### src/rtl/npu_act_pkg.sv
// Shared definitions for the NPU activation stage: mode encodings and default sizes.
package npu_act_pkg;

    localparam int DEF_DATA_W = 16;
    localparam int DEF_LANES  = 4;

    typedef enum logic [1:0] {
        ACT_BYPASS = 2'b00,
        ACT_RELU   = 2'b01,
        ACT_CLIP   = 2'b10,
        ACT_LEAKY  = 2'b11
    } act_mode_e;

endpackage

### src/rtl/npu_act_lane.sv
// Combinational single-lane activation function.
// Mode 11 is leaky ReLU only when NPU_ACT_LEAKY_EN is defined, otherwise it behaves as ReLU.
module npu_act_lane
    import npu_act_pkg::*;
#(
    parameter int DATA_W      = DEF_DATA_W,
    parameter int LEAKY_SHIFT = 3
) (
    input  logic [DATA_W-1:0] x,
    input  logic [1:0]        mode,
    input  logic              en,
    input  logic [DATA_W-1:0] clip_max,
    output logic [DATA_W-1:0] y,
    output logic              is_neg
);

    logic signed [DATA_W-1:0] xs;
    logic signed [DATA_W-1:0] cs;

    assign xs     = $signed(x);
    assign cs     = $signed(clip_max);
    assign is_neg = en & xs[DATA_W-1];

    function automatic logic signed [DATA_W-1:0] relu_fn(input logic signed [DATA_W-1:0] v);
        return v[DATA_W-1] ? '0 : v;
    endfunction

    // A negative ceiling collapses to 0, so every negative clip_max yields 0.
    function automatic logic signed [DATA_W-1:0] clip_fn(input logic signed [DATA_W-1:0] v,
                                                         input logic signed [DATA_W-1:0] c);
        logic signed [DATA_W-1:0] ceil_v;
        ceil_v = relu_fn(c);
        if (v[DATA_W-1])
            return '0;
        else if (v > ceil_v)
            return ceil_v;
        else
            return v;
    endfunction

    // Arithmetic shift floors toward negative infinity, which is the intended rounding.
    function automatic logic signed [DATA_W-1:0] leaky_fn(input logic signed [DATA_W-1:0] v);
        return v[DATA_W-1] ? (v >>> LEAKY_SHIFT) : v;
    endfunction

    always_comb begin
        y = '0;
        if (en) begin
            case (act_mode_e'(mode))
                ACT_BYPASS: y = xs;
                ACT_RELU:   y = relu_fn(xs);
                ACT_CLIP:   y = clip_fn(xs, cs);
`ifdef NPU_ACT_LEAKY_EN
                default:    y = leaky_fn(xs);
`else
                default:    y = relu_fn(xs);
`endif
            endcase
        end
    end

endmodule

### src/rtl/npu_act_unit.sv
// Multi-lane activation stage: two-stage valid/ready pipeline plus saturating negative counter.
// Optional leaky mode is controlled by NPU_ACT_LEAKY_EN (see npu_act_lane).
module npu_act_unit
    import npu_act_pkg::*;
#(
    parameter int DATA_W      = DEF_DATA_W,
    parameter int LANES       = DEF_LANES,
    parameter int LEAKY_SHIFT = 3,
    parameter int CNT_W       = 16
) (
    input  logic                    CLKEXT,
    input  logic                    RST_GLO,
    input  logic                    in_valid,
    output logic                    in_ready,
    input  logic [LANES*DATA_W-1:0] in_data,
    input  logic [1:0]              in_mode,
    input  logic [LANES-1:0]        in_lane_en,
    input  logic [DATA_W-1:0]       clip_max,
    output logic                    out_valid,
    input  logic                    out_ready,
    output logic [LANES*DATA_W-1:0] out_data,
    input  logic                    cnt_clr,
    output logic [CNT_W-1:0]        neg_cnt
);

    logic                    vld_p1;
    logic                    vld_p2;
    logic [LANES*DATA_W-1:0] data_p1;
    logic [1:0]              mode_p1;
    logic [LANES-1:0]        en_p1;
    logic [DATA_W-1:0]       clip_p1;
    logic [LANES*DATA_W-1:0] res_p1;
    logic [LANES-1:0]        lane_neg_unused;
    logic                    load_p1;
    logic                    load_p2;
    logic                    accept;
    logic [CNT_W-1:0]        neg_inc;

    function automatic logic [CNT_W-1:0] sat_add(input logic [CNT_W-1:0] a,
                                                 input logic [CNT_W-1:0] b);
        logic [CNT_W:0] s;
        s = {1'b0, a} + {1'b0, b};
        return s[CNT_W] ? '1 : s[CNT_W-1:0];
    endfunction

    assign load_p2   = !vld_p2 | out_ready;
    assign load_p1   = !vld_p1 | load_p2;
    assign in_ready  = load_p1;
    assign accept    = in_valid & in_ready;
    assign out_valid = vld_p2;

    // ---- stage 1: capture the beat and its per-beat controls ----
    always_ff @(posedge CLKEXT or posedge RST_GLO) begin
        if (RST_GLO)
            vld_p1 <= 1'b0;
        else if (load_p1)
            vld_p1 <= in_valid;
    end

    always_ff @(posedge CLKEXT) begin
        if (accept) begin
            data_p1 <= in_data;
            mode_p1 <= in_mode;
            en_p1   <= in_lane_en;
            clip_p1 <= clip_max;
        end
    end

    for (genvar g = 0; g < LANES; g++) begin : g_lane
        npu_act_lane #(
            .DATA_W      (DATA_W),
            .LEAKY_SHIFT (LEAKY_SHIFT)
        ) u_lane (
            .x        (data_p1[g*DATA_W +: DATA_W]),
            .mode     (mode_p1),
            .en       (en_p1[g]),
            .clip_max (clip_p1),
            .y        (res_p1[g*DATA_W +: DATA_W]),
            .is_neg   (lane_neg_unused[g])
        );
    end

    // ---- stage 2: register the activated result; it holds while stalled ----
    always_ff @(posedge CLKEXT or posedge RST_GLO) begin
        if (RST_GLO) begin
            vld_p2   <= 1'b0;
            out_data <= '0;
        end else if (load_p2) begin
            vld_p2 <= vld_p1;
            if (vld_p1)
                out_data <= res_p1;
        end
    end

    // Counting happens at the input handshake, so it is independent of downstream stalls.
    always_comb begin
        neg_inc = '0;
        for (int i = 0; i < LANES; i++) begin
            if (in_lane_en[i] && in_data[i*DATA_W + DATA_W - 1])
                neg_inc = neg_inc + CNT_W'(1);
        end
    end

    always_ff @(posedge CLKEXT or posedge RST_GLO) begin
        if (RST_GLO)
            neg_cnt <= '0;
        else if (cnt_clr)
            neg_cnt <= '0;
        else if (accept && (act_mode_e'(in_mode) != ACT_BYPASS))
            neg_cnt <= sat_add(neg_cnt, neg_inc);
    end

endmodule

### config.mk
export PLATFORM = sky130hd
export DESIGN_NAME = npu_act_unit
export DESIGN_NICKNAME = d
export VERILOG_FILES = /design/src/rtl/npu_act_pkg.sv /design/src/rtl/npu_act_lane.sv /design/src/rtl/npu_act_unit.sv
export SDC_FILE = /design/constraint.sdc
export NUM_CORES = 1
export LEC_CHECK = 0
export ABC_AREA = 1
export BUFFER_PORTS_ARGS = -buffer_cell sky130_fd_sc_hd__buf_4
export CORE_MARGIN = 2
export CORE_UTILIZATION = 59
export CTS_BUF_LIST = sky130_fd_sc_hd__clkbuf_4
export CTS_CLUSTER_DIAMETER = 120
export DETAILED_ROUTE_END_ITERATION = 12
export PLACE_DENSITY_LB_ADDON = 0.1
export SLEW_MARGIN = 20
export SYNTH_ARGS = -nofsm -noshare
export SYNTH_HDL_FRONTEND = slang
export SYNTH_HIERARCHICAL = 1
export SYNTH_SLANG_ARGS = --single-unit
### constraint.sdc
create_clock -name CLKEXT -period 2.9 [get_ports CLKEXT]
set_clock_uncertainty 0.05 [all_clocks]
set_input_delay 0.29 -clock CLKEXT [delete_from_list [all_inputs] [get_ports CLKEXT]]
set_output_delay 0.29 -clock CLKEXT [all_outputs]
set_load 0.1 [all_outputs]
Word level (Yosys, flattened, before mapping)
Index checks and enable logic that the tools add are counted.

word-level totals
  bits in registers = 168
  word-level logic and storage cells = 59
  input bits = 91
  output and inout bits = 82

cells by class
  equal/unequal tests = 1
  mux-type cells = 28
  order comparisons = 4
  bitwise operators = 3
  reductions and logical operators = 11
  $add $sub $neg = 4

operator list
  operator                 number
  $mux W16                 16
  $pmux W16 S2             4
  $mux W15                 7
  $gt A16 B16 Y1           4
  $add A16 B1 Y16 const B  3
  $add A16 B16 Y17         1
  $logic_and A1 B1 Y1      5
  $reduce_bool A2 Y1       2
  $eq A2 B2 Y1 const B     1
  $logic_not A1 Y1         2
  $logic_not A2 Y1         1
  $or A1 B1 Y1             2
  $reduce_and A2 Y1        1
  $and A1 B1 Y1            1
  $mux W1                  1

Logic depth before layout (Yosys ltp)
  depth after elaboration = 12
  depth in mapped cells = 20
  gate-level depth less buffers = 20

Modules after synthesis
Netlist, hierarchy kept.

by module, submodules not included
  module        cells each  area each (sq um)  sequential area each (sq um)  instances
  npu_act_unit  438         6473.7             4634.4                        1
  npu_act_lane  179         974.7              0.0                           4

Worst setup path after synthesis
No wires, ideal clock.

  path type = register to register
  start point = reg vld_p2 (netlist: out_valid)
  end point = reg neg_cnt[9]
  clock period less this slack = 3.455 ns
  data required time = 2.730 ns
  buffers on the path = 0
  path slack = -0.555 ns
  stages on the path, launching flop included = 9
  library setup time = 0.120 ns
  data arrival time = 3.285 ns
  cell sequence = dfrtp_1 > nand3_2 > nand2_1 > inv_2 > o21ai_2 > nand2_2 > clkinv_1 > nand2_1 > nand2_1

on the way
  word-level cells in the longest chain between the ends = 6

ends and longest elaborated chain
  item                          RTL line             RTL
  from (decl)                   npu_act_unit.sv:27   logic vld_p2;
  from (signal assigned)        npu_act_unit.sv:89   vld_p2 <= vld_p1;
  $logic_not A1 Y1              npu_act_unit.sv:46   assign load_p2 = !vld_p2 | out_ready;
  $or A1 B1 Y1                  npu_act_unit.sv:46
  $or A1 B1 Y1                  npu_act_unit.sv:47   assign load_p1 = !vld_p1 | load_p2;
  via in_ready                  npu_act_unit.sv:14   output logic in_ready,
  $and A1 B1 Y1                 npu_act_unit.sv:49   assign accept = in_valid & in_ready;
  via accept                    npu_act_unit.sv:36   logic accept;
  $logic_and A1 B1 Y1           npu_act_unit.sv:109  else if (accept && (act_mode_e'(in_mode) != ACT_BYPASS))
  $reduce_bool A2 Y1 (no line)  --
  to (signal assigned)          npu_act_unit.sv:110  neg_cnt <= sat_add(neg_cnt, neg_inc);
  to (decl)                     npu_act_unit.sv:23   output logic [CNT_W-1:0] neg_cnt

The timed path passes the listed nets, and every way through them passes these cells.
A chain may end at the register's enable or synchronous reset.

Worst setup path in the final report
  start point = in in_data[47]
  end point = reg neg_cnt[5]

on the way
  word-level cells in the longest chain between the ends = 8

ends and longest elaborated chain
  item                   RTL line             RTL
  from (decl)            npu_act_unit.sv:15   input logic [LANES*DATA_W-1:0] in_data,
  $logic_and A1 B1 Y1 *  npu_act_unit.sv:99   if (in_lane_en[i] && in_data[i*DATA_W + DATA_W - 1])
  $mux W16 *             npu_act_unit.sv:99
  $add A16 B1 Y16        npu_act_unit.sv:100  neg_inc = neg_inc + CNT_W'(1);
  $mux W16 *             npu_act_unit.sv:99
  $add A16 B16 Y17 *     npu_act_unit.sv:42   s = {1'b0, a} + {1'b0, b};
  $mux W16 *             npu_act_unit.sv:43   return s[CNT_W] ? '1 : s[CNT_W-1:0];
  $mux W16 *             npu_act_unit.sv:109
  $mux W16 *             npu_act_unit.sv:107  else if (cnt_clr)

Mark *: on every way between the ends. The rest lies on a longest branch, timed or not. The select of a mux whose other input is x is not followed.

==> metrics.yaml <==
status:
  outcome: "finished clean"
power:
  leakagePower_uw: 0.00642
  power_density_nw_per_um2: 583
  ir_drop_v: 0.000489
placed_design:
  gp_congestion: 0.898
  numPortBuffers: 172
  hpwl_microns: 18800
  place_area_sq_um: 12000
global_routing:
  track_usage: 0.318
  grt_pass1_vias: 9038
  overflow: 0
  antenna_found_initial: 3
  grt_first_pass_wirelength_microns: 45700
  grt_max_degree: 87
clocking:
  htree_levels: 4
  cts_tree: "built"
  cts_num_sinks: 168
  cts_inserted_buffers: 17
  clk_pin_slew_ns: 0.14
  root_buffer: "clkbuf_4"
  clock_latency_ns: 0.58
  clock_path_buffers: 2
logic_synthesis:
  syn_nets: 1309
  synth_cells: 1150
  syn_area_per_cell_sq_um: 9.01
  synth_area_sq_um: 10400
  ys_warn_count: 6
worst_setup_path:
  cp.arrival_ns: 3.24
  cp-end-kind: "flip-flop"
  start_kind: "input pin"
  cp.required_ns: 3.37
  cp_max_fo: 8
  path_class: "in -> reg"
routing:
  wl_met3_microns: 1700
  via_per_inst: 5.63
  first_pass_iters: 8
  first_iter_violations: 958
  drcViolationCount: 0
  antenna_left: 0
  wl_met1_microns: 12200
  wire_per_inst_microns: 17.5
  top_layer: "met5"
  num_vias: 9353
  wl_met2_microns: 14200
  drt_wl_total_microns: 29000
layout:
  finish.utilization: 0.773
  mostFrequentLayoutCells: "nand2_1, buf_4, inv_1"
  drive_above_1_share: 0.267
  nFillCells: 1191
  multi_input_area_sq_um: 5050
  layout_commonest_cell: "nand2_1"
  regArea_sq_um: 4630
  area.growth.synth_to_final_pct: 28.7
  stdcell_area_sq_um: 13300
  nNetsFinal: 1581
sta:
  slew_viol_final: 0
  period_share: 0.956
  rsz0062_at_grt: "true"
  relSlewSlack: 0.652
  min_period_ns: 2.77
  setup_viol: 0
  max_freq_mhz: 361
  hold_violations: 0
  tightest_slew_ns: 0.522
die:
  rows: 48
  fp.dieH_microns: 136
  pin_count: 173
  die_w_microns: 136
  fp.dieArea_sq_um: 18600
  start_util: 0.601
  core_sq_um: 17200
min_path:
  hold_path_class: "in -> async"
job:
  max-cap-violations: 0
==> through the flow <==
stage          instances  hold WS (ns)  setup WS (ns)  power [uW]  TNS [ns]
2_1_floorplan       1150         0.339         0.0267        5470         0
4_1_cts             1655         0.298         0.0133        7740         0
3_3_place_gp        1533         0.381         -0.257        6200     -3.06
6_report            1662         0.280          0.127        7770         0
5_1_grt             1662         0.295        -0.0161        8100   -0.0358
3_5_place_dp        1533         0.387         -0.352        6260     -4.87
==> routing by layer <==
metal | global-route usage | vias to the layer above
li1 | - | 4507
met4 | 0.114 | 2
met1 | 0.412 | 4430
met2 | 0.536 | 352
met5 | 0 | -
met3 | 0.0574 | 62
==> final timing paths <==
check | startpoint | to | slack, ns | cells past startpoint
max in group asynchronous | RST_GLO | out_data[49] | 2.08 | 4
min in group CLKEXT | in_valid | neg_cnt[10] | 0.34 | 6
max | in_data[47] | neg_cnt[5] | 0.13 | 20
max reg2reg | clip_p1[15] | out_data[0] | 0.19 | 15
min | RST_GLO | out_data[30] | 0.28 | 4
min reg2reg | out_data[17] | out_data[17] | 0.47 | 1
==> repair_timing <==
action | in CTS | in global routing
hold buffers | 90 | 0
hold endpoints to repair | 185 | 0
setup buffers | 0 | 3
setup endpoints to repair | 0 | 25
resized for setup | 0 | 14
==> report_power, final <==
part | switching (uW) | internal (uW) | total, uW
combinational | 2360 | 945 | 3310
clock | 879 | 525 | 1400
sequential | 238 | 2820 | 3060
==> cell type report <==
type | instances | share of cell area
clock inverters | 14 | 0.0114
inverters | 125 | 0.0357
well taps | 225 | 0.0211
flip-flops and latches | 168 | 0.348
diodes | 2 | 0.000375
repair buffers | 303 | 0.195
clock buffers | 18 | 0.0101
multi-input cells | 807 | 0.379
==> sequential cells by signal, summed over array words and instances (netlist names) <==
| signal | flops |
|---|---|
| mode_p1 | 2 |
| out_valid | 1 |
| neg_cnt | 16 |
| out_data | 64 |
| clip_p1 | 16 |
| data_p1 | 64 |
| vld_p1 | 1 |
| en_p1 | 4 |
==> worst max-delay path, stage by stage <==
cell and delay [ns]:
dlygate4sd3_1 0.53, buf_4 0.14, nand2_2 0.09, inv_1 0.07
or2_2 0.28, nand2_1 0.09, buf_4 0.11, xor2_1 0.16
ha_2 0.20, inv_1 0.05, fa_1 0.41, inv_2 0.10
nand3_4 0.08, nand2_4 0.09, nand2_2 0.07, nor2_4 0.12
nand2_4 0.11, o21ai_1 0.11, nand2_1 0.07, nand2_1 0.07
(Power assumes the default switching activity.)
